File: src/rtl/int_fp_mul_trace_capture.sv
// Trace capture buffer for the int_fp_mul operand/result bus.
// Stores {input1, input2, result, mode} tuples in a small circular buffer that
// can be drained through a registered read port. Also counts stored samples
// that carried the multiplier error flag.
module int_fp_mul_trace_capture #(
    parameter int DEPTH = 16,
    parameter int AW    = 4
) (
    input  logic          clk,
    input  logic          rst_n,
    input  logic          start,
    input  logic          stop,
    input  logic          wrap_en,
    input  logic          cap_valid,
    input  logic          mode,
    input  logic [15:0]   input1,
    input  logic [15:0]   input2,
    input  logic [15:0]   result,
    input  logic          error,
    input  logic          rd_en,
    output logic [48:0]   rd_data,
    output logic          rd_valid,
    output logic [AW:0]   count,
    output logic          busy,
    output logic          done,
    output logic          overflow,
    output logic [7:0]    err_cnt
);

    typedef enum logic [1:0] {
        ST_IDLE    = 2'd0,
        ST_CAPTURE = 2'd1,
        ST_DONE    = 2'd2
    } state_t;

    localparam logic [AW-1:0] PTR_ONE   = AW'(1);
    localparam logic [AW:0]   CNT_ONE   = (AW+1)'(1);
    localparam logic [AW:0]   CNT_ZERO  = (AW+1)'(0);
    localparam logic [AW:0]   DEPTH_CNT = (AW+1)'(DEPTH);
    localparam logic [7:0]    ERR_MAX   = 8'hFF;

    state_t        state_r, state_s;
    logic [AW-1:0] wr_ptr_r, wr_ptr_s;
    logic [AW-1:0] rd_ptr_r, rd_ptr_s;
    logic [AW:0]   count_r, count_s;
    logic          overflow_r, overflow_s;
    logic [7:0]    err_cnt_r, err_cnt_s;
    logic [48:0]   rd_data_r;
    logic          rd_valid_r;
    logic          busy_r;
    logic          done_r;
    logic          wr_req_s;
    logic          rd_acc_s;
    logic          wr_do_s;
    logic          full_s;
    logic [48:0]   mem_r [DEPTH];

    // Next-state computation: pointers, occupancy, sticky flags and FSM.
    always_comb begin
        state_s    = state_r;
        wr_ptr_s   = wr_ptr_r;
        rd_ptr_s   = rd_ptr_r;
        count_s    = count_r;
        overflow_s = overflow_r;
        err_cnt_s  = err_cnt_r;
        wr_do_s    = 1'b0;
        full_s     = (count_r == DEPTH_CNT);
        // start wins over everything in its cycle, including reads and samples
        wr_req_s   = (state_r == ST_CAPTURE) && cap_valid && !start;
        rd_acc_s   = rd_en && (count_r != CNT_ZERO) && !start;

        if (start) begin
            wr_ptr_s   = {AW{1'b0}};
            rd_ptr_s   = {AW{1'b0}};
            count_s    = CNT_ZERO;
            overflow_s = 1'b0;
            err_cnt_s  = 8'h00;
            state_s    = ST_CAPTURE;
        end else begin
            if (wr_req_s && rd_acc_s) begin
                // read frees the oldest slot, so no overwrite even when full
                wr_do_s  = 1'b1;
                wr_ptr_s = wr_ptr_r + PTR_ONE;
                rd_ptr_s = rd_ptr_r + PTR_ONE;
            end else if (wr_req_s) begin
                if (!full_s) begin
                    wr_do_s  = 1'b1;
                    wr_ptr_s = wr_ptr_r + PTR_ONE;
                    count_s  = count_r + CNT_ONE;
                end else if (wrap_en) begin
                    wr_do_s    = 1'b1;
                    wr_ptr_s   = wr_ptr_r + PTR_ONE;
                    rd_ptr_s   = rd_ptr_r + PTR_ONE;
                    overflow_s = 1'b1;
                end else begin
                    // full, no wrap (wrap_en dropped while full): sample lost
                    overflow_s = 1'b1;
                end
            end else if (rd_acc_s) begin
                rd_ptr_s = rd_ptr_r + PTR_ONE;
                count_s  = count_r - CNT_ONE;
            end else begin
                count_s = count_r;
            end

            if (wr_do_s && error && (err_cnt_r != ERR_MAX)) begin
                err_cnt_s = err_cnt_r + 8'd1;
            end else begin
                err_cnt_s = err_cnt_r;
            end

            case (state_r)
                ST_CAPTURE: begin
                    if (stop || (!wrap_en && (count_s == DEPTH_CNT))) begin
                        state_s = ST_DONE;
                    end else begin
                        state_s = ST_CAPTURE;
                    end
                end
                ST_IDLE:  state_s = ST_IDLE;
                ST_DONE:  state_s = ST_DONE;
                default:  state_s = ST_IDLE;
            endcase
        end
    end

    // Control/status registers and the registered read port.
    always_ff @(posedge clk or negedge rst_n) begin
        if (!rst_n) begin
            state_r    <= ST_IDLE;
            wr_ptr_r   <= {AW{1'b0}};
            rd_ptr_r   <= {AW{1'b0}};
            count_r    <= CNT_ZERO;
            overflow_r <= 1'b0;
            err_cnt_r  <= 8'h00;
            rd_data_r  <= 49'd0;
            rd_valid_r <= 1'b0;
            busy_r     <= 1'b0;
            done_r     <= 1'b0;
        end else begin
            state_r    <= state_s;
            wr_ptr_r   <= wr_ptr_s;
            rd_ptr_r   <= rd_ptr_s;
            count_r    <= count_s;
            overflow_r <= overflow_s;
            err_cnt_r  <= err_cnt_s;
            rd_valid_r <= rd_acc_s;
            busy_r     <= (state_s == ST_CAPTURE);
            done_r     <= (state_s == ST_DONE);
            if (rd_acc_s) begin
                // pre-edge memory value: a same-slot write lands after this read
                rd_data_r <= mem_r[rd_ptr_r];
            end else begin
                rd_data_r <= rd_data_r;
            end
        end
    end

    // Sample storage; contents are don't-care until written, so no reset.
    always_ff @(posedge clk) begin
        if (wr_do_s) begin
            mem_r[wr_ptr_r] <= {input1, input2, result, mode};
        end
    end

    assign rd_data  = rd_data_r;
    assign rd_valid = rd_valid_r;
    assign count    = count_r;
    assign busy     = busy_r;
    assign done     = done_r;
    assign overflow = overflow_r;
    assign err_cnt  = err_cnt_r;

endmodule

File: config.mk
export PLATFORM = sky130hd
export DESIGN_NAME = int_fp_mul_trace_capture
export DESIGN_NICKNAME = d
export VERILOG_FILES = /design/src/rtl/int_fp_mul_trace_capture.sv
export SDC_FILE = /design/constraint.sdc
export NUM_CORES = 1
export LEC_CHECK = 0
export ABC_AREA = 0
export BUFFER_PORTS_ARGS = -buffer_cell sky130_fd_sc_hd__buf_2
export CAP_MARGIN = 20
export CORE_AREA = 2 2 261 263
export DETAILED_ROUTE_END_ITERATION = 10
export DIE_AREA = 0 0 263 265
export GPL_TIMING_DRIVEN = 0
export PLACE_DENSITY = 0.64
export SLEW_MARGIN = 40
export SYNTH_ARGS = -nofsm -noshare
export SYNTH_HDL_FRONTEND = slang
export SYNTH_SLANG_ARGS = --single-unit
File: constraint.sdc
create_clock -name clk -period 8.86 [get_ports clk]
set_input_delay 2.658 -clock clk [delete_from_list [all_inputs] [get_ports clk]]
set_output_delay 2.658 -clock clk [all_outputs]
set_load 0.02 [all_outputs]
After elaboration in Yosys (flattened, before gate mapping)
Memory sizes are Yosys's and may differ from the RTL's. A register that Yosys moved wholly into a read port is not among the register bits. Index checks and enable logic that the tools add are counted.

Memories: 1. Word-level logic and storage cells: 81. RAM bits: 784. Bits of input ports: 57. Output and inout port bits: 66. Register bits: 27.

Mux-type cells: 34. Reductions and logical operators: 21. Add/sub/neg operators: 5. Equality and inequality tests: 11.

Memory list: mem_r (depth 16, bits a word 49, rd ports 1, clocked after Yosys merged registers in 1, wr ports 1, RTL line 56) `logic [48:0] mem_r [DEPTH];`.

Operators by type and width (count): 2-to-1 mux 4 bit (11); 2-to-1 mux 5 bit (6); 2-to-1 mux 8 bit (2); 2-to-1 mux 1 bit (12); == test 5 bit, second input constant (2); adder 4 x 1 -> 4 bit, second input constant (2); adder 8 x 1 -> 8 bit, second input constant (1); logical AND 1 bit (8); != test 4 x 3 -> 1 bit, second input constant (2); != test 8 bit, second input constant (1); AND reduction 3 bit (2); nonzero test 2 bit (3); adder 5 x 1 -> 5 bit, second input constant (1); nonzero test 5 bit (1); subtractor 5 x 1 -> 5 bit, second input constant (1); == test 2 x 1 -> 1 bit, second input constant (2); == test 2 bit, second input constant (2); 2-to-1 mux 2 bit (2); != test 4 x 2 -> 1 bit, second input constant (1); one-hot mux 2 bit (2 select lines) (1); nonzero test 4 bit (1); zero test 1 bit (3); nonzero test 3 bit (1); != test 2 bit, second input constant (1); 2 further kinds (2).

Depth between registers and ports, before layout
Depth in word-level cells: 14. Gate-level depth with buffers: 9. Depth with buffers taken out: 9.

Worst setup path after synthesis
No wires, ideal clock.

Kind: input to register. From: in start. To: mem mem_r[1][0], enable pin. Path buffers: 1. Path slack: 0.376 ns. Stages: 4. Setup time: 0.577 ns. Data arrival time: 7.907 ns. Data required time: 8.283 ns. Path through: and3b_1 -> clkbuf_1 -> o41ai_2 -> nor4_1.

Cells in the longest elaborated chain, start to end: 8. Elaborated cells on any way between the ends: 10. Classes of those cells: 6 x mux; 4 x reduce/logical.

Ends and longest elaborated chain: start: declaration (RTL line 11) `input logic start,`; zero test 1 bit (RTL line 69, 70); logical AND 1 bit (on tied branches) (RTL line 69, 70); 2-to-1 mux 1 bit or logical AND 1 bit (tied branches) (RTL line 85, 80); 2-to-1 mux 1 bit (RTL line 80) `if (wr_req_s && rd_acc_s) begin`; 2-to-1 mux 1 bit (RTL line 72) `if (start) begin`; 2-to-1 mux 1 bit (*) (RTL line 72); 2-to-1 mux 1 bit (*) (RTL line 161) `if (wr_do_s) begin`; 2-to-1 mux 1 bit (not written as such) (*) (RTL line 162) `mem_r[wr_ptr_r] <= {input1, input2, result, mode};`; end: declaration (RTL line 56).

Mark *: on every way between the ends. The rest lies on a longest branch, timed or not. The select of a mux whose other input is x is not followed.

Worst setup path in the final report
From: in start. To: mem mem_r[3][18], enable pin.

Same word-level chain as after synthesis.

==> results.cfg <==
[layout]
fin_nets = 2100
final_layout_size_suffix_gt1_frac = 0.277
area_growth_pct = 17.5
fin_area_um2 = 39100
fin_util = 0.585
fillCellCount = 4918

[worst_setup_path]
r2r_cells = 9
required_ns = 9.19
crit_end = mem_r[3][18]
r2r_start = rd_ptr_r[0]
crit_path_end_kind = flop
crit_start = start
cp_max_fo = 7
critPathKind = in2reg
worst_setup_path_start_kind = input port
worstReg2RegEnd = rd_data[10]
worst-endpoint-arrival_ns = 5.36
r2r_setup_slack_ns = 5.14

[detailed_routing]
avgViaCountPerCell = 5.85
wl_um = 77200
wl_per_cell_um = 25.9
drtIter0Drc = 1930
dr.pass1.iters = 5
drcViolationCount = 0
final_antenna_net_count = 0
vias = 17427

[sta]
slew_violations = 0
fin_crit_ns = 5.03
fin_worst_skew_ns = 0.0275
rsz0062_at_grt = false
finalSetupViolations = 0
hold_viol = 0
slew-limit-headroom = 0.444
fmax_mhz = 199
hold-worst-slack_ns = 0.474
fin_ws_ns = 3.83
worst_slew_pin_slew_ns = 0.834
period_share = 0.568

[synthesis]
synth.avg_cell_area_um2 = 19.5
ys_types = 54
yosys_warnings = 0
synth_async_sr_flop_share = 0.0884
synth_edf_count = 784
synth_area_um2 = 33300
yosys_register_bits = 860
synthCells = 1705
yosysSeqAreaShare = 0.765
synth.net_count = 1772
ys.flop_type = edfxtp_1

[run]
maxCapViolations = 0

[cts]
clock-root-buffer = clkbuf_16
clk_latency_ns = 0.64
h-tree-depth = 3
cts.sinks = 860
cts.clk_slew.worst_paths_ns = 0.06
cts_resized = 0
holdBufCountCts = 0
cts_tree = built
post-cts-setup-buffers = 0
cts_buffer_depth = 3
cts_buffers = 87

[placement]
dp_hpwl_um = 51300
place_ws_ns = 3.22
place_area_um2 = 36200
numPortBuffers = 121
globalplace.congestion = 0.782

[floorplan]
die-area_um2 = 69700
io_pins = 123
die_y_um = 265
coreArea_um2 = 66800
rows = 95
die_w_um = 263
initial_core_util = 0.498

[global_routing]
antenna_found_initial = 3
grt.total_usage = 0.225
grt_pass1_vias = 18114
grt_max_degree = 51
grt_pass1_wl_um = 116000
grt-ovfl-total = 0

[pwr]
leakage_nw = 13.3
pwr_density_cell_nw_per_um2 = 251
peakVddDrop_mv = 0.194

[status]
status = completed

[hold_path]
hp-class = reg2reg
-- cell type report --
type | instances | area [um2] | area share
clock inverter | 35 | 392 | 0.0100
tap | 873 | 1090 | 0.0279
timing repair buffer | 239 | 1680 | 0.0430
sequential | 860 | 25400 | 0.651
buffer | 97 | 423 | 0.0108
antenna | 1 | 2.50 | 0.0000640
clock buffer | 127 | 2530 | 0.0648
multi-input combinational | 734 | 7470 | 0.191
inverter | 14 | 52.6 | 0.00134
-- worst max-delay path, cell delays in order --
cell      delay, ns
buf_2          0.14
and3b_1        0.21
clkbuf_1       0.30
o41ai_4        0.25
nor4_2         0.64
buf_2          0.28
buf_2          0.23
buf_2          0.22
buf_2          0.21
buf_2          0.21
-- placed cells by master (no fill, tap or decap), drive strengths merged, types with 2 or more instances in the layout --
master / instances
a211o: 2
a21oi: 10
a311oi: 2
a41oi: 2
and2: 5
and3: 5
and3b: 2
buf: 277
bufinv: 8
clkbuf: 186
clkinv: 23
clkinvlp: 2
dfrtp: 76
edfxtp: 784
ha: 10
inv: 16
mux2: 2
mux2i: 151
mux4: 147
nand2: 109
nand2b: 2
nand3: 2
nand3b: 2
nand4: 7
nor2: 25
nor2b: 55
nor3: 7
nor4: 6
o21ai: 54
o22ai: 49
o31ai: 49
xor2: 10
-- cell usage after synthesis (5+ instances only) --
library cell	instances	area [um2]
inv_1	13	48.8
edfxtp_1	784	23500
nand2_1	108	405
a21oi_1	10	50.1
clkbuf_1	58	218
buf_1	10	37.5
buf_2	27	135
o22ai_1	49	307
nor2b_1	55	344
and3_1	5	31.3
nor2_1	25	93.8
o31ai_1	49	368
nor4_1	6	37.5
nor3_1	7	35.0
xor2_1	10	87.6
nand4_1	7	43.8
dfrtp_1	76	1900
and2_1	5	31.3
mux4_2	147	3310
o21ai_0	54	270
mux2i_1	151	1510
ha_1	10	125
-- worst min path at each step --
stage                     depth (start not counted)  slack, ns           to         from
final                                             2       0.47  rd_data[30]  rd_data[30]
after CTS                                         2       0.48  rd_data[30]  rd_data[30]
after floorplan                                   1       0.52  wr_ptr_r[0]  wr_ptr_r[0]
after global routing                              2       0.51  rd_data[29]  rd_data[29]
after detailed placement                          2       0.47   rd_data[9]   rd_data[9]
after global placement                            2       0.46  rd_data[10]  rd_data[10]
-- routing by layer --
layer  part of all wire  GRT usage
met1               0.43      0.320
met2               0.48      0.362
met3              0.067     0.0390
met4              0.019     0.0639
met5            0.00017          0
-- cells by family after synthesis --
| family | Yosys count | synth area share |
|---|---|---|
| and+or+nand+nor | 235 | 0.0349 |
| AOI/OAI and AO/OA | 178 | 0.0343 |
| buffers and inverters | 111 | 0.0138 |
| muxes | 300 | 0.146 |
| DFF | 860 | 0.765 |
| xor gates and xnor gates | 11 | 0.00290 |
| adders and majority gates | 10 | 0.00376 |
-- power breakdown --
part	total [mW]	internal (mW)	switching, mW
registers	4.64	4.56	0.0838
clock network	3.71	2.22	1.49
logic	1.46	0.612	0.844
-- metrics by stage --
stage | total power [mW] | cells | TNS, ns
2_1_floorplan | 5.68 | 1705 | 0
3_3_place_gp | 6.17 | 2699 | -1562.35
3_5_place_dp | 6.20 | 2817 | 0
4_1_cts | 9.88 | 2979 | 0
5_1_grt | 10.1 | 2979 | 0
6_report | 9.80 | 2980 | 0
-- flip-flops by register name, indices dropped and copies added (netlist names) --
register  cells
rd_ptr_r      4
state_r       2
mem_r       784
overflow      1
done          1
rd_data      49
err_cnt       8
wr_ptr_r      4
count         5
busy          1
rd_valid      1
(Power assumes the default switching activity.)
